[src/rtl/common_ram_fifo_ctrl.sv]
// Stream FIFO controller for an external simple dual-port RAM with fixed read latency.
// Optional `level` output is enabled by defining COMMON_FIFO_CTRL_LEVEL_EN.
module common_ram_fifo_ctrl #(
    parameter int DATA_WIDTH  = 8,
    parameter int ADDR_WIDTH  = 9,
    parameter int RAM_LATENCY = 2    // 1 or 2 only
) (
    input  logic                  clk,
    input  logic                  rst,
    // Both stream ports use valid/ready: a word moves on a clock edge where valid
    // and ready are both high; valid must not depend on ready.
    input  logic                  s_valid,
    output logic                  s_ready,
    input  logic [DATA_WIDTH-1:0] s_data,
    output logic                  m_valid,
    input  logic                  m_ready,
    output logic [DATA_WIDTH-1:0] m_data,
`ifdef COMMON_FIFO_CTRL_LEVEL_EN
    output logic [ADDR_WIDTH+1:0] level,
`endif
    output logic                  ram_we,
    output logic [ADDR_WIDTH-1:0] ram_waddr,
    output logic [DATA_WIDTH-1:0] ram_wdata,
    output logic                  ram_re,
    output logic [ADDR_WIDTH-1:0] ram_raddr,
    input  logic [DATA_WIDTH-1:0] ram_rdata
);
    localparam int OB_DEPTH = RAM_LATENCY + 2;
    localparam int OCW      = $clog2(OB_DEPTH + 1);
    localparam int SW       = OCW + 1;
    localparam logic [ADDR_WIDTH:0] RAM_FULL = {1'b1, {ADDR_WIDTH{1'b0}}};

    logic [ADDR_WIDTH-1:0]  wptr, rptr;
    logic [ADDR_WIDTH:0]    ram_cnt, ram_cnt_next;
    logic [RAM_LATENCY-1:0] inflight, inflight_next;
    logic [OCW-1:0]         ob_cnt, ob_cnt_next;
    logic [DATA_WIDTH-1:0]  ob_mem  [OB_DEPTH];
    logic [DATA_WIDTH-1:0]  ob_next [OB_DEPTH];
    logic [SW-1:0]          infl_cnt, infl_next_cnt, pending;
    logic                   wr, push, pop;

    // Reset gates the write port so a held reset never writes the RAM.
    assign wr        = s_valid & s_ready & ~rst;
    assign ram_we    = wr;
    assign ram_waddr = wptr;
    assign ram_wdata = s_data;
    assign ram_raddr = rptr;
    assign push      = inflight[RAM_LATENCY-1];
    assign m_valid   = (ob_cnt != '0);
    assign pop       = m_valid & m_ready;
    assign m_data    = ob_mem[0];

    always_comb begin
        infl_cnt      = '0;
        infl_next_cnt = '0;
        inflight_next = '0;
        inflight_next[0] = ram_re;
        for (int i = 1; i < RAM_LATENCY; i++) inflight_next[i] = inflight[i-1];
        for (int i = 0; i < RAM_LATENCY; i++) begin
            infl_cnt      = infl_cnt + SW'(inflight[i]);
            infl_next_cnt = infl_next_cnt + SW'(inflight_next[i]);
        end
    end

    // Issue only from registered state: reserving a buffer slot per in-flight read
    // guarantees the capture buffer never overflows.
    assign pending = SW'(ob_cnt) + infl_cnt;
    assign ram_re  = (ram_cnt != '0) && (pending < SW'(OB_DEPTH));

    always_comb begin
        ram_cnt_next = ram_cnt;
        case ({wr, ram_re})
            2'b10:   ram_cnt_next = ram_cnt + (ADDR_WIDTH+1)'(1);
            2'b01:   ram_cnt_next = ram_cnt - (ADDR_WIDTH+1)'(1);
            default: ram_cnt_next = ram_cnt;
        endcase
        ob_cnt_next = ob_cnt;
        if (push && !pop)      ob_cnt_next = ob_cnt + OCW'(1);
        else if (pop && !push) ob_cnt_next = ob_cnt - OCW'(1);
    end

    // Capture buffer shifts toward entry 0 on pop, so the head is always a register
    // and vacated entries fill with zero.
    always_comb begin
        for (int i = 0; i < OB_DEPTH; i++) ob_next[i] = ob_mem[i];
        if (pop) begin
            for (int i = 0; i < OB_DEPTH - 1; i++) ob_next[i] = ob_mem[i+1];
            ob_next[OB_DEPTH-1] = '0;
        end
        for (int i = 0; i < OB_DEPTH; i++) begin
            if (push && (OCW'(i) == (ob_cnt - OCW'(pop)))) ob_next[i] = ram_rdata;
        end
    end

    always_ff @(posedge clk) begin
        if (rst) begin
            wptr     <= '0;
            rptr     <= '0;
            ram_cnt  <= '0;
            inflight <= '0;
            ob_cnt   <= '0;
            s_ready  <= 1'b1;
            for (int i = 0; i < OB_DEPTH; i++) ob_mem[i] <= '0;
        end else begin
            if (wr)     wptr <= wptr + ADDR_WIDTH'(1);
            if (ram_re) rptr <= rptr + ADDR_WIDTH'(1);
            ram_cnt  <= ram_cnt_next;
            inflight <= inflight_next;
            ob_cnt   <= ob_cnt_next;
            s_ready  <= (ram_cnt_next != RAM_FULL);
            for (int i = 0; i < OB_DEPTH; i++) ob_mem[i] <= ob_next[i];
        end
    end

`ifdef COMMON_FIFO_CTRL_LEVEL_EN
    always_ff @(posedge clk) begin
        if (rst) level <= '0;
        else     level <= (ADDR_WIDTH+2)'(ram_cnt_next) + (ADDR_WIDTH+2)'(infl_next_cnt)
                          + (ADDR_WIDTH+2)'(ob_cnt_next);
    end
`endif

endmodule

[config.mk]
export PLATFORM = sky130hd
export DESIGN_NAME = common_ram_fifo_ctrl
export DESIGN_NICKNAME = d
export VERILOG_FILES = /design/src/rtl/common_ram_fifo_ctrl.sv
export SDC_FILE = /design/constraint.sdc
export NUM_CORES = 1
export LEC_CHECK = 0
export CORE_MARGIN = 2
export CORE_UTILIZATION = 45
export CTS_BUF_LIST = sky130_fd_sc_hd__clkbuf_4
export DETAILED_ROUTE_END_ITERATION = 8
export HOLD_SLACK_MARGIN = 0.05
export MAX_ROUTING_LAYER = met4
export PLACE_DENSITY = 0.7
export SLEW_MARGIN = 25
export SYNTH_ARGS = -nofsm -noshare
export SYNTH_HDL_FRONTEND = slang
export SYNTH_SLANG_ARGS = --single-unit
[constraint.sdc]
create_clock -name clk -period 4.2 [get_ports clk]
set_input_delay 0.84 -clock clk [delete_from_list [all_inputs] [get_ports clk]]
set_output_delay 0.84 -clock clk [all_outputs]
set_load 0.05 [all_outputs]
==> impl_metrics.prom, run 1 <==
# TYPE chip_impl_metric gauge
chip_impl_metric{name="syn-num-nets",unit=""} 442
chip_impl_info{name="cts_tree",value="built"} 1
chip_impl_metric{name="p_clk_frac",unit=""} 0.157
chip_impl_metric{name="whs_path_depth",unit=""} 2
chip_impl_metric{name="cp.required",unit="ps"} 4500
chip_impl_metric{name="fmaxAchievable",unit="GHz"} 0.275
chip_impl_metric{name="internal_power",unit="uW"} 1520
chip_impl_metric{name="total_switching_power",unit="uW"} 1290
chip_impl_metric{name="power_per_cell_area",unit="nW/um^2"} 723
chip_impl_metric{name="period_share",unit=""} 0.865
chip_impl_metric{name="cts-hold-fix-buffers",unit=""} 0
chip_impl_info{name="setup.worst_path.class",value="reg -> reg"} 1
chip_impl_info{name="synthDominantAreaCellType",value="sky130_fd_sc_hd__dfxtp_1"} 1
chip_impl_metric{name="layout_min_cycle_time",unit="ps"} 3630
chip_impl_metric{name="synth-warning-count",unit=""} 0
chip_impl_metric{name="synth.yosys.seq_area_share",unit=""} 0.401
chip_impl_metric{name="yosysTopAreaCellShare",unit=""} 0.401
chip_impl_metric{name="rows",unit=""} 31
chip_impl_metric{name="max-vdd-ir-drop",unit="mV"} 0.547
chip_impl_metric{name="global_route.usage.met2",unit=""} 0.313
chip_impl_metric{name="largest_fanout_on_the_critical_path",unit=""} 11
chip_impl_metric{name="pwr-share-seq",unit=""} 0.301
chip_impl_metric{name="route.vias.total",unit=""} 2875
chip_impl_metric{name="area_taken_by_flip_flops_and_latches",unit="sq um"} 1320
chip_impl_metric{name="max_cap_viol_count",unit=""} 0
chip_impl_metric{name="post_layout_nonfiller_instances",unit=""} 540
chip_impl_metric{name="ff2ff_path_depth",unit=""} 11
chip_impl_metric{name="clock_buffer_depth",unit=""} 2
chip_impl_metric{name="cts_bufs_inserted",unit=""} 9
chip_impl_metric{name="finalSetupViolations",unit=""} 0
chip_impl_metric{name="htree_num_levels",unit=""} 3
chip_impl_info{name="cts_root_buf",value="sky130_fd_sc_hd__clkbuf_4"} 1
chip_impl_metric{name="multiInputGateArea",unit="sq um"} 1800
chip_impl_metric{name="share_comb_of_total_power",unit=""} 0.542
chip_impl_metric{name="delay_of_the_slowest_cell_on_the_worst_path",unit="ps"} 480
chip_impl_metric{name="synth_cell_types",unit=""} 42
chip_impl_metric{name="critical_path.n_buffers_inverters",unit=""} 0
chip_impl_info{name="cell_class_contributing_the_biggest_share_of_worst_path_delay",value="simple AND/OR/NAND/NOR gates"} 1
chip_impl_metric{name="timing_worst_slew_pin_value",unit="ps"} 684
chip_impl_metric{name="post_synth_instance_area",unit="sq um"} 3300
chip_impl_metric{name="setup_slack",unit="ps"} 566
chip_impl_metric{name="drc",unit=""} 0
chip_impl_metric{name="synth_cells",unit=""} 405
chip_impl_metric{name="synthesis.area_per_instance",unit="sq um"} 8.14
chip_impl_metric{name="skew",unit="ps"} 15.2
chip_impl_info{name="status",value="completed"} 1
chip_impl_metric{name="yosys_register_bits",unit=""} 66
chip_impl_info{name="timing.hold.worst.class",value="reg -> reg"} 1
chip_impl_metric{name="grt_max_degree",unit=""} 67
chip_impl_metric{name="timing.critical_path.arrival",unit="ps"} 3940
chip_impl_metric{name="path_clk_slew",unit="ps"} 120
chip_impl_metric{name="fillerInstances",unit=""} 660
chip_impl_metric{name="cellLeakagePower",unit="uW"} 0.00140
chip_impl_metric{name="m3_gr_usage",unit=""} 0.0494
chip_impl_info{name="critPathCaptureType",value="flip-flop"} 1
chip_impl_metric{name="timing.final.hold_violations",unit=""} 0
chip_impl_metric{name="final_design_area_no_fill",unit="sq um"} 3880
chip_impl_metric{name="place_worst_setup_slack",unit="ps"} 362
chip_impl_metric{name="timing.setup.tns",unit="ps"} 0
chip_impl_metric{name="finalNetCount",unit=""} 473
chip_impl_info{name="post-synth-top-count-cell",value="sky130_fd_sc_hd__nand2_1"} 1
chip_impl_metric{name="post_cts.resized_instances",unit=""} 0
chip_impl_metric{name="postSynth.asyncResetShare",unit=""} 0
chip_impl_info{name="grt_setup_unrepaired",value="no"} 1
chip_impl_info{name="synthTopCellsByArea",value="sky130_fd_sc_hd__dfxtp_1 40%, sky130_fd_sc_hd__nand2_1 8.9%, sky130_fd_sc_hd__a311oi_1 6.4%"} 1
chip_impl_info{name="worstPathCellList",value="nor4_1 > nand3_1 > and2_1 > ha_1 > fa_1 > a211oi_2 > o21bai_1 > a2111o_1 > o221a_2 > nor4_2 > o211ai_1"} 1
chip_impl_metric{name="place.port_buffers",unit=""} 41
chip_impl_metric{name="grt-ovfl-total",unit=""} 0
chip_impl_info{name="cp_slowest_cell",value="sky130_fd_sc_hd__nor4_1"} 1
chip_impl_metric{name="dieArea",unit="sq um"} 8020
chip_impl_metric{name="antenna-diode-count",unit=""} 0
chip_impl_metric{name="globalRouteTotalUtil",unit=""} 0.192
chip_impl_metric{name="antenna_found_initial",unit=""} 0
chip_impl_metric{name="areaGrowthSynthToFinish",unit="%"} 17.6
chip_impl_metric{name="max_slew_margin",unit=""} 0.543
chip_impl_metric{name="antenna_nets_post_route",unit=""} 0
chip_impl_metric{name="die_width",unit="microns"} 89.6
chip_impl_metric{name="detail_route.iter0.violations",unit=""} 143
chip_impl_metric{name="die_height",unit="microns"} 89.6
chip_impl_metric{name="postCtsSetupBuffers",unit=""} 0
chip_impl_info{name="globalRoute.busiestLayer",value="met2"} 1
chip_impl_metric{name="placement.cell_area",unit="sq um"} 3730
chip_impl_metric{name="placed_cells",unit=""} 524
chip_impl_metric{name="place.gp.congestion",unit=""} 0.898
chip_impl_info{name="synthFlopType",value="sky130_fd_sc_hd__dfxtp_1"} 1
chip_impl_metric{name="clk_latency",unit="ps"} 420
chip_impl_metric{name="dr.pass1.iters",unit=""} 4
chip_impl_metric{name="route.final.wire_length",unit="microns"} 6870
chip_impl_metric{name="grt_pass1_vias",unit=""} 2688
chip_impl_metric{name="finalMaxSlewViolations",unit=""} 0
chip_impl_metric{name="edff_count_synth",unit=""} 0
chip_impl_metric{name="core-area",unit="sq um"} 7180
chip_impl_metric{name="io_pins",unit=""} 58
chip_impl_metric{name="detailedPlacementHpwl",unit="microns"} 4680
chip_impl_info{name="synth_top_cells_by_count",value="78 x sky130_fd_sc_hd__nand2_1, 66 x sky130_fd_sc_hd__dfxtp_1, 55 x sky130_fd_sc_hd__nor2_1, 24 x sky130_fd_sc_hd__a311oi_1, 23 x sky130_fd_sc_hd__a21oi_1"} 1
chip_impl_info{name="worstSetupStartpointType",value="flip-flop"} 1
chip_impl_metric{name="initial_core_utilization",unit=""} 0.459
chip_impl_metric{name="wire_length_of_the_first_global_routing_pass",unit="microns"} 11800
chip_impl_metric{name="global_route_track_usage_on_met1",unit=""} 0.231
chip_impl_metric{name="drive_above_1_share",unit=""} 0.0635
chip_impl_metric{name="numClockSinks",unit=""} 66
chip_impl_metric{name="route.detailed.wl_per_inst",unit="microns"} 12.7
chip_impl_metric{name="vias_per_cell",unit=""} 5.32
chip_impl_metric{name="worst-path-stages",unit=""} 11
chip_impl_metric{name="p_sw_frac",unit=""} 0.459
## routing by layer
metal / part of all wire / vias to the layer above
met5: 0 / -
met4: 0.012 / 0
met3: 0.035 / 9
met2: 0.48 / 43
met1: 0.48 / 1357
li1: - / 1466
## path summary, 6_finish.rpt
check / slack (ps) / from / endpoint
max reg2reg: 570 / ram_cnt[0] / s_ready
min: 480 / ob_mem[3][6] / ob_mem[3][6]
min reg2reg: 480 / ob_mem[3][6] / ob_mem[3][6]
max: 570 / ram_cnt[0] / s_ready
## layout make-up
type	instances	area share
inverters	10	0.00968
repair buffers	47	0.116
clock inverters	7	0.0197
multi-input cells	302	0.464
flip-flops and latches	66	0.341
clock buffers	9	0.0174
well taps	99	0.0320
## tightest hold or removal path, stage by stage (launching register included)
cell and delay [ps]:
sky130_fd_sc_hd__dfxtp_1 330, sky130_fd_sc_hd__nand3_1 60, sky130_fd_sc_hd__a21oi_1 60
## power groups by stage
stage                     clock network, uW  logic, uW  registers, uW
final                                   440       1520            843
after global routing                    479       1700            863
after CTS                               456       1520            844
after detailed placement                  0       1510            857
after global placement                    0       1480            857
after floorplan                           0       1090            953
## registers in the layout (all words and copies together), names as in the netlist
name	flops
inflight	2
ram_waddr	9
s_ready	1
ram_cnt	10
ob_mem	32
ob_cnt	3
ram_raddr	9
## kinds of logic (layout without fill, tap and decap cells)
family          count (synthesis)  in the layout  synth area share
simple gates                  189            189             0.256
compound gates                 70             70             0.150
flops                          66             66             0.401
buf+inv                        37             73            0.0531
xor+xnor                       21             21            0.0558
fa+ha+maj                      17             17            0.0691
mux                             5              5            0.0152
## through the flow
stage / util / total power [uW] / hold slack, ps
finish: 0.540 / 2800 / 476
global route: 0.540 / 3050 / 486
CTS: 0.540 / 2820 / 477
detailed placement: 0.520 / 2360 / 459
global placement: 0.520 / 2330 / 453
floorplan: - / 2050 / 445
## layout by cell type, fill, tap and decap left out, types with 2 or more instances in the layout
cell type | netlist | final
sky130_fd_sc_hd__ha_1 | 15 | 15
sky130_fd_sc_hd__xnor2_1 | 8 | 8
sky130_fd_sc_hd__o21ai_0 | 8 | 8
sky130_fd_sc_hd__a21o_1 | 2 | 2
sky130_fd_sc_hd__nor4_1 | 3 | 3
sky130_fd_sc_hd__nor2_1 | 55 | 55
sky130_fd_sc_hd__dfxtp_1 | 66 | 66
sky130_fd_sc_hd__and4_1 | 2 | 2
sky130_fd_sc_hd__o21bai_1 | 2 | 2
sky130_fd_sc_hd__a21oi_1 | 23 | 23
sky130_fd_sc_hd__inv_1 | 8 | 8
sky130_fd_sc_hd__and2_1 | 4 | 4
sky130_fd_sc_hd__clkdlybuf4s50_1 | 0 | 40
sky130_fd_sc_hd__clkbuf_4 | 0 | 9
sky130_fd_sc_hd__clkinv_1 | 1 | 2
sky130_fd_sc_hd__nor3_1 | 4 | 4
sky130_fd_sc_hd__xor2_1 | 13 | 13
sky130_fd_sc_hd__nand2b_1 | 2 | 2
sky130_fd_sc_hd__fa_1 | 2 | 2
sky130_fd_sc_hd__nand2_1 | 78 | 78
sky130_fd_sc_hd__o221ai_1 | 2 | 2
sky130_fd_sc_hd__nand3_1 | 14 | 14
sky130_fd_sc_hd__a211oi_1 | 2 | 2
sky130_fd_sc_hd__nor2b_1 | 5 | 5
sky130_fd_sc_hd__a311oi_1 | 24 | 24
sky130_fd_sc_hd__nand4_1 | 9 | 9
sky130_fd_sc_hd__inv_6 | 0 | 2
sky130_fd_sc_hd__mux2i_1 | 5 | 5
sky130_fd_sc_hd__or3_1 | 6 | 6
sky130_fd_sc_hd__o211ai_1 | 3 | 3
sky130_fd_sc_hd__buf_4 | 8 | 6
(Power assumes the default switching activity.)
==> run 2, diff against run 1 <==
--- a/config.mk
+++ b/config.mk
@@ -9,6 +9,7 @@
 export CORE_UTILIZATION = 45
 export CTS_BUF_LIST = sky130_fd_sc_hd__clkbuf_4
 export DETAILED_ROUTE_END_ITERATION = 8
+export GPL_ROUTABILITY_DRIVEN = 0
 export HOLD_SLACK_MARGIN = 0.05
 export MAX_ROUTING_LAYER = met4
 export PLACE_DENSITY = 0.7
==> constraint.sdc (replaced) <==
create_clock -name clk -period 4.2 [get_ports clk]
set_input_delay 1.05 -clock clk [delete_from_list [all_inputs] [get_ports clk]]
set_output_delay 1.05 -clock clk [all_outputs]
set_load 0.05 [all_outputs]
==> run 2 against run 1 <==
Largest power group unchanged. Count of clock-buffer cells in the layout up 2. Die area unchanged. Worst hold slack worse by 3.2 ps. Highest routed layer unchanged. Critical endpoint is now ram_re. Global-route usage down 0.12 points.
==> impl_metrics.prom, run 2 (synthesis results as in run 1) <==
# TYPE chip_impl_metric gauge
chip_impl_metric{name="worst_reg_to_reg_setup_slack",unit="ps"} 630
chip_impl_metric{name="detailedPlacementHpwl",unit="microns"} 4690
chip_impl_metric{name="post_cts.resized_instances",unit=""} 0
chip_impl_info{name="setup.worst_path.class",value="reg -> out"} 1
chip_impl_info{name="min_from",value="ob_mem[3][2]"} 1
chip_impl_metric{name="route.final.wire_length",unit="microns"} 6920
chip_impl_metric{name="skew",unit="ps"} 11.4
chip_impl_info{name="top_register",value="ob_mem"} 1
chip_impl_info{name="min_to",value="ob_mem[3][2]"} 1
chip_impl_metric{name="largest_fanout_on_the_critical_path",unit=""} 7
chip_impl_metric{name="path_clk_slew",unit="ps"} 110
chip_impl_metric{name="finalSetupViolations",unit=""} 0
chip_impl_metric{name="finalNetCount",unit=""} 474
chip_impl_info{name="cp_slowest_cell",value="sky130_fd_sc_hd__clkdlybuf4s50_1"} 1
chip_impl_metric{name="wire_length_of_the_first_global_routing_pass",unit="microns"} 11700
chip_impl_metric{name="dieArea",unit="sq um"} 8020
chip_impl_metric{name="timing.setup.tns",unit="ps"} 0
chip_impl_metric{name="whs_path_depth",unit=""} 2
chip_impl_metric{name="vias_per_cell",unit=""} 5.38
chip_impl_info{name="capturing_point_of_the_worst_reg2reg_path",value="s_ready"} 1
chip_impl_metric{name="place.port_buffers",unit=""} 41
chip_impl_metric{name="timing.final.hold_violations",unit=""} 0
chip_impl_info{name="cts_root_buf",value="sky130_fd_sc_hd__clkbuf_4"} 1
chip_impl_metric{name="antenna_found_initial",unit=""} 0
chip_impl_metric{name="max_cap_viol_count",unit=""} 0
chip_impl_metric{name="cts-hold-fix-buffers",unit=""} 0
chip_impl_metric{name="post_layout_nonfiller_instances",unit=""} 541
chip_impl_metric{name="max_slew_margin",unit=""} 0.541
chip_impl_metric{name="critical_path.n_buffers_inverters",unit=""} 2
chip_impl_metric{name="cp.required",unit="ps"} 3150
chip_impl_metric{name="hold_ws",unit="ps"} 473
chip_impl_metric{name="fmaxAchievable",unit="GHz"} 0.258
chip_impl_metric{name="drc",unit=""} 0
chip_impl_metric{name="cellLeakagePower",unit="uW"} 0.00139
chip_impl_metric{name="route.vias.total",unit=""} 2913
chip_impl_metric{name="route.detailed.wl_per_inst",unit="microns"} 12.8
chip_impl_metric{name="die_width",unit="microns"} 89.6
chip_impl_metric{name="detail_route.iter0.violations",unit=""} 122
chip_impl_info{name="critPathCaptureType",value="output pin"} 1
chip_impl_metric{name="routed_wl_met2",unit="microns"} 3130
chip_impl_metric{name="wl_met1",unit="microns"} 3360
chip_impl_info{name="status",value="completed"} 1
chip_impl_metric{name="areaGrowthSynthToFinish",unit="%"} 16.9
chip_impl_info{name="timing.rr.start",value="ob_cnt[0]"} 1
chip_impl_info{name="layout_top_registers",value="ob_mem x32, ram_cnt x10"} 1
chip_impl_metric{name="ff2ff_path_depth",unit=""} 13
chip_impl_metric{name="die_height",unit="microns"} 89.6
chip_impl_info{name="timing.hold.worst.class",value="reg -> reg"} 1
chip_impl_metric{name="grt_pass1_vias",unit=""} 2647
chip_impl_metric{name="grt_max_degree",unit=""} 67
chip_impl_metric{name="clock_buffer_depth",unit=""} 2
chip_impl_metric{name="fillerInstances",unit=""} 695
chip_impl_metric{name="finish.utilization",unit=""} 0.537
chip_impl_metric{name="timing.critical_path.arrival",unit="ps"} 2830
chip_impl_metric{name="power_per_cell_area",unit="nW/um^2"} 712
chip_impl_metric{name="initial_core_utilization",unit=""} 0.459
chip_impl_metric{name="antenna-diode-count",unit=""} 0
chip_impl_info{name="worstPathCellList",value="ha_1 > a21o_1 > a21oi_1 > and2_1 > buf_4 > clkdlybuf4s50_1"} 1
chip_impl_metric{name="clk_latency",unit="ps"} 410
chip_impl_metric{name="drive_above_1_share",unit=""} 0.0633
chip_impl_metric{name="delay_of_the_slowest_cell_on_the_worst_path",unit="ps"} 810
chip_impl_metric{name="dr.pass1.iters",unit=""} 4
chip_impl_metric{name="postCtsSetupBuffers",unit=""} 0
chip_impl_metric{name="io_pins",unit=""} 58
chip_impl_metric{name="rows",unit=""} 31
chip_impl_info{name="grt_setup_unrepaired",value="no"} 1
chip_impl_metric{name="multiInputGateArea",unit="sq um"} 1800
chip_impl_info{name="layout_commonest_cell",value="sky130_fd_sc_hd__nand2_1"} 1
chip_impl_metric{name="finalMaxSlewViolations",unit=""} 0
chip_impl_metric{name="period_share",unit=""} 0.923
chip_impl_metric{name="htree_num_levels",unit=""} 3
chip_impl_metric{name="cts_bufs_inserted",unit=""} 9
chip_impl_metric{name="layout_min_cycle_time",unit="ps"} 3880
chip_impl_metric{name="antenna_nets_post_route",unit=""} 0
chip_impl_metric{name="globalRouteTotalUtil",unit=""} 0.190
chip_impl_metric{name="core-area",unit="sq um"} 7180
chip_impl_info{name="worstSetupStartpointType",value="flip-flop"} 1
chip_impl_metric{name="power",unit="uW"} 2740
chip_impl_metric{name="area_taken_by_flip_flops_and_latches",unit="sq um"} 1320
chip_impl_info{name="cts_tree",value="built"} 1
chip_impl_info{name="layout_common_cells",value="78 x sky130_fd_sc_hd__nand2_1, 66 x sky130_fd_sc_hd__dfxtp_1, 55 x sky130_fd_sc_hd__nor2_1, 40 x sky130_fd_sc_hd__clkdlybuf4s50_1, 24 x sky130_fd_sc_hd__a311oi_1"} 1
chip_impl_info{name="route.top_layer_used",value="met4"} 1
chip_impl_metric{name="max_reg_flops",unit=""} 32
chip_impl_metric{name="timing_worst_slew_pin_value",unit="ps"} 687
chip_impl_metric{name="max-vdd-ir-drop",unit="mV"} 0.553
chip_impl_metric{name="numClockSinks",unit=""} 66
chip_impl_metric{name="placed_cells",unit=""} 525
chip_impl_info{name="cell_class_contributing_the_biggest_share_of_worst_path_delay",value="buffers and inverters"} 1
chip_impl_metric{name="wl_met3",unit="microns"} 298
chip_impl_metric{name="grt-ovfl-total",unit=""} 0
run 2: worst max path at each step:
stage	depth (start not counted)	slack, ps	endpoint	from
2_1_floorplan	11	280	s_ready	s_valid
3_3_place_gp	13	320	s_ready	s_valid
3_5_place_dp	13	250	s_ready	s_valid
4_1_cts	6	310	ram_re	ob_cnt[0]
5_1_grt	6	190	ram_re	ob_cnt[0]
6_report	6	320	ram_re	ob_cnt[0]
run 2: final cells by class:
| cell class | instances | area share |
|---|---|---|
| multi-input cells | 302 | 0.467 |
| repair buffers | 48 | 0.119 |
| well taps | 99 | 0.0321 |
| flip-flops and latches | 66 | 0.343 |
| clock buffers | 11 | 0.0214 |
| inverters | 10 | 0.00974 |
| clock inverters | 5 | 0.00812 |
run 2: power breakdown:
| part | switching [uW] | internal, uW | total [uW] |
|---|---|---|---|
| sequential | 98.1 | 748 | 846 |
| combinational | 948 | 589 | 1540 |
| clock | 230 | 132 | 362 |
| total | 1280 | 1470 | 2740 |
run 2: worst reg2reg max path, delay by kind of cell (launching register included):
kind / cells / cell delay [ps]
fa+ha+maj: 3 / 810
flops: 1 / 460
compound gates: 7 / 1530
buf+inv: 1 / 190
simple gates: 2 / 470
run 2: routing by layer:
layer | vias to the layer above | global-route usage
li1 | 1476 | -
met1 | 1365 | 0.241
met2 | 58 | 0.299
met3 | 14 | 0.0384
met4 | 0 | 0.0746
met5 | - | -
run 2: per-stage QoR:
step / setup slack [ps] / area, sq um
2_1_floorplan: 276 / 3300
3_3_place_gp: 316 / 3740
3_5_place_dp: 253 / 3740
4_1_cts: 306 / 3850
5_1_grt: 193 / 3850
6_report: 324 / 3850
==> run 3, diff against run 2 <==
--- a/config.mk
+++ b/config.mk
@@ -10,7 +10,6 @@
 export CTS_BUF_LIST = sky130_fd_sc_hd__clkbuf_4
 export DETAILED_ROUTE_END_ITERATION = 8
 export GPL_ROUTABILITY_DRIVEN = 0
-export HOLD_SLACK_MARGIN = 0.05
 export MAX_ROUTING_LAYER = met4
 export PLACE_DENSITY = 0.7
 export SLEW_MARGIN = 25
==> results of run 3 <==
No change in the layout: final DEF, timing and power equal those of run 2.
==> RTL change 1, RTL diff (settings of run 3) <==
Build with the macro `COMMON_FIFO_CTRL_LEVEL_EN` defined.
--- a/src/rtl/common_ram_fifo_ctrl.sv
+++ b/src/rtl/common_ram_fifo_ctrl.sv
@@ -1,5 +1,7 @@
 // Stream FIFO controller for an external simple dual-port RAM with fixed read latency.
 // Optional `level` output is enabled by defining COMMON_FIFO_CTRL_LEVEL_EN.
+`define COMMON_FIFO_CTRL_LEVEL_EN
+
 module common_ram_fifo_ctrl #(
     parameter int DATA_WIDTH  = 8,
     parameter int ADDR_WIDTH  = 9,
Behaviour (old outputs only; new: level): unchanged (equiv_simple and equiv_induct, registers matched by name and starting in step).
==> RTL change 1 against run 3 <==
- design area increased by 35%
- wire length is 48% higher
- sequential cell count grew 11
- non-clock buffer count grew 53
- setup slack got worse by 300 ps
- via count rose by 36%
- synthesized area increased by 26%
- total power grew 84%
==> RTL change 1: results (changes against run 3) <==
Layout
  – Non-filler cells, final: 704 (+30%)
  – Layout cells sized above 1: 15.9% (+9.5 points)
  – Largest regs: ob_mem: 32 flops, level: 11 flops, ram_cnt: 10 flops
  – Fin nets: 627 (+32%)

Global routing
  – Grt met1 use: 26.2% (+2.1 points)
  – GRT met2 Usage: 36.6% (+6.6 points)
  – First-pass GRT wire length: 17300 um (+47%)
  – GRT Total Usage: 21.7% (+2.7 points)
  – Vias in the first global route: 3729 (+41%)
  – Largest net degree at the start of global routing: 77 (+15%)

Setup path
  – Worst setup EP type: register
  – Crit-path max cell delay: 550 ps (-260 ps)
  – Worst-path fanout max: 3 (-4)
  – Reg2Reg Depth: 18 (+5)
  – R2R Setup Slk: 30 ps (-600 ps)
  – CP max-delay cell: or4_4
  – Delay-heaviest family, CP: simple AND/OR/NAND/NOR gates
  – Worst EP arrival: 4550 ps (+1720 ps)
  – FF-to-FF End: level[9]$_SDFF_PP0_

Logic synthesis
  – Synth cell types: 61 (+45%)
  – Post-Synth XOR/XNOR Area: 6.34% (+0.76 points)
  – Synth Area in Compound Gates: 15.3% (+0.32 points)
  – Post-Syn Nets: 555 (+26%)
  – Post-synthesis adder-cell area fraction: 5.62% (-1.3 points)
  – Mux share of post-synthesis cell area: 1.84% (+0.32 points)
  – Area contributors post-synth: dfxtp_1 (37%), nand2_1 (7.1%), nor2_1 (6.3%)
  – Ys Warns: 0 (unchanged)
  – Mean post-synth cell area: 8.01 um2 (-1.5%)
  – Synth top cells by count: nand2_1 (78), dfxtp_1 (77), nor2_1 (70)
  – Seq/Total Area, Yosys: 37.2% (-2.9 points)

Drt
  – Wire per inst: 14.5 um (+14%)
  – Metal-1 WL: 4500 um (+34%)
  – Initial DRC count: 153 (+25%)
  – DR WL met2: 5070 um (+62%)
  – Vias: 3972 (+36%)
  – Met3 wire length: 443 um (+49%)

Power
  – P_leak: 2.04 nW (+47%)
  – Max VDD drop: 0.626 mV (+13%)

Placed design
  – Placed cells: 686 (+31%)
  – Post-Place Setup Slack: -569 ps (-822 ps)
  – Area of placed instances: 0.00502 mm2 (+34%)
  – DP HPWL: 7080 um (+51%)

STA
  – Slew @ Worst Pin: 778 ps (+90.8 ps)
  – Fin crit share: 99.4% (+7.1 points)
  – Worst Skew: 12.8 ps (+1.41 ps)
  – Fin Hold WS: 476 ps (+2.82 ps)

Clocking
  – Clock slew at reported path FFs: 130 ps (+20 ps)

Hold path
  – WHS Endpoint: ob_mem[3][0]$_SDFFE_PP0P_
  – Hold_sp: ob_mem[3][0]$_SDFFE_PP0P_

Run status
  – Status: finished, final reports clean
-- RTL change 1: cell types whose count changed after synthesis, sizes merged, moves of 4 or more --
cell	change
nor2	+15
nand4	+4
nor2b	+8
o21ai	+6
inv	+7
clkbuf	+12
xnor2	+6
a31oi	+6
dfxtp	+11
or3	+4
-- RTL change 1: area by class of cell --
type	count	area (um2)
clock inverters	6	68.8
fillers	819	3850
flip-flops and latches	77	1540
multi-input cells	384	2450
inverters	16	60.1
clock buffers	9	67.6
repair buffers	101	886
well taps	111	139
-- RTL change 1: where the power goes --
group          total, mW  internal (mW)  leakage, nW  switching (mW)
sequential          1.01          0.909        0.628           0.104
clock              0.461          0.185       0.0752           0.276
combinational       3.57           1.62         1.34            1.95
total               5.04           2.71         2.04            2.33
-- RTL change 1: timing repair --
item	4_1_cts	5_1_grt
pin swaps	1	4
setup endpoints to repair	1	2
gates resized for setup	4	3
buffers inserted	1	2
==> RTL change 2, RTL diff (flow settings as in run 3) <==
Without the edit above. `DATA_WIDTH`: 8 -> 10.
--- a/src/rtl/common_ram_fifo_ctrl.sv
+++ b/src/rtl/common_ram_fifo_ctrl.sv
@@ -1,7 +1,7 @@
 // Stream FIFO controller for an external simple dual-port RAM with fixed read latency.
 // Optional `level` output is enabled by defining COMMON_FIFO_CTRL_LEVEL_EN.
 module common_ram_fifo_ctrl #(
-    parameter int DATA_WIDTH  = 8,
+    parameter int DATA_WIDTH  = 10,
     parameter int ADDR_WIDTH  = 9,
     parameter int RAM_LATENCY = 2    // 1 or 2 only
 ) (
Ports: changed (resized m_data, ram_rdata, ram_wdata and s_data); port bits go from 58 to 66. No check against the original RTL was run, so the function may have changed too.
==> RTL change 2 against run 3 <==
- total power increased by 18%
- combinational power increased by 10%
- sequential cell count increased by 8
- setup slack improved by 80 ps
- wire length increased by 14%
- design area increased by 11%
- first-iteration DRC count increased by 29%
- synthesized cell count increased by 9.1%
- sequential power increased by 14%
- hold slack got worse by 4.3 ps
- clock power increased by 56%
- synthesized area increased by 12%
- critical endpoint is now s_ready$_SDFF_PP1_
- largest power group unchanged
==> RTL change 2: results (changes against run 3) <==
Drt
  – Met3 wire length: 423 um (+42%)
  – Metal-1 WL: 3940 um (+17%)
  – Total wire length: 7870 um (+14%)
  – Initial DRC count: 157 (+29%)
  – Vias per cell: 5.44 (+1.1%)
  – Vias: 3140 (+7.8%)
  – DR WL met2: 3480 um (+11%)

Placed design
  – Placed cells: 561 (+6.9%)
  – Port buffer count: 45 (+9.8%)
  – Post-Place Setup Slack: 193 ps (-59.6 ps)
  – DP HPWL: 5140 um (+9.6%)

Power
  – Power Dens Cells: 752 mW/mm2 (+5.6%)
  – P_leak: 1.58 nW (+14%)
  – Max VDD drop: 0.486 mV (-12%)
  – Sw Share: 44.0% (-2.5 points)

Logic synthesis
  – Seq/Total Area, Yosys: 40.2% (+0.15 points)
  – Mean post-synth cell area: 8.33 um2 (+2.3%)
  – Synth cell types: 50 (+19%)
  – Seq cells post-synth: 74 (+12%)
  – Synth Area in Compound Gates: 15.3% (+0.30 points)
  – Post-Syn Nets: 483 (+9.3%)
  – Post-synthesis adder-cell area fraction: 6.19% (-0.72 points)
  – Mux share of post-synthesis cell area: 1.63% (+0.11 points)
  – Area contributors post-synth: dfxtp_1 (40%), nand2_1 (8.6%), a311oi_1 (7.1%)

Setup path
  – Crit-path max cell delay: 540 ps (-270 ps)
  – Delay-heaviest family, CP: adder cells
  – Crit Path Category: reg -> reg
  – CP max-delay cell: ha_1
  – Worst EP arrival: 4100 ps (+1270 ps)
  – Reg2Reg Depth: 12 (-1)
  – Worst-path fanout max: 11 (+4)

Floorplan
  – Die area: 0.00892 mm2 (+11%)

Layout
  – Multi-input gate area: 0.00198 mm2 (+10%)
  – Non-clock buffering overhead: 11.4% (-0.53 points)
  – Clock-cell share: 4.43% (+1.5 points)
  – Nonclk inv count: 8 (-2)
  – Largest regs: ob_mem: 40 flops, ram_cnt: 10 flops
  – Fillers: 726 (+4.5%)
  – Register share of the cell area: 34.5% (+0.19 points)

STA
  – Worst Slack Setup Final: 403 ps (+79.8 ps)
  – Slew headroom: 46.9% (-7.2 points)
  – Worst Skew: 20.9 ps (+9.46 ps)
  – Fin Hold WS: 469 ps (-4.34 ps)

Hold path
  – WHS Endpoint: ob_mem[0][8]$_SDFFE_PP0P_
  – Hold_sp: ob_mem[1][8]$_SDFFE_PP0P_

Run status
  – Status: finished, final reports clean

Global routing
  – Largest net degree at the start of global routing: 75 (+12%)
  – Grt met1 use: 25.2% (+1.1 points)
  – First-pass GRT wire length: 13300 um (+13%)
  – GRT Total Usage: 19.0% (-0.055 points)
  – GRT met2 Usage: 29.3% (-0.60 points)
==> RTL change 2: cell types whose count changed in the layout (fill, tap and decap cells not counted), sizes merged, moves of 3 or more <==
cell and change:
a21oi +3, a311oi +6, and3 +4, bufinv +3, clkdlybuf4s50 +3, dfxtp +8
nand2 +6, nand3 -3, nor2 +7, xnor2 -4, xor2 +3
==> RTL change 2: kinds of logic (layout without fill, tap and decap cells) <==
| group | Yosys count | after routing |
|---|---|---|
| AOI/OAI and AO/OA | 79 | 79 |
| xor gates and xnor gates | 20 | 20 |
| adders and majority gates | 17 | 17 |
| buffers and inverters | 42 | 75 |
| DFF | 74 | 74 |
| muxes | 6 | 6 |
| and+or+nand+nor | 204 | 204 |
==> RTL change 2: power groups by stage <==
stage	Combinational, mW	Clock, mW	Sequential, mW
final	1.70	0.566	0.962
after global routing	1.88	0.614	0.982
after CTS	1.69	0.579	0.962
after detailed placement	1.68	0	0.978
after global placement	1.65	0	0.974
after floorplan	1.20	0	1.11
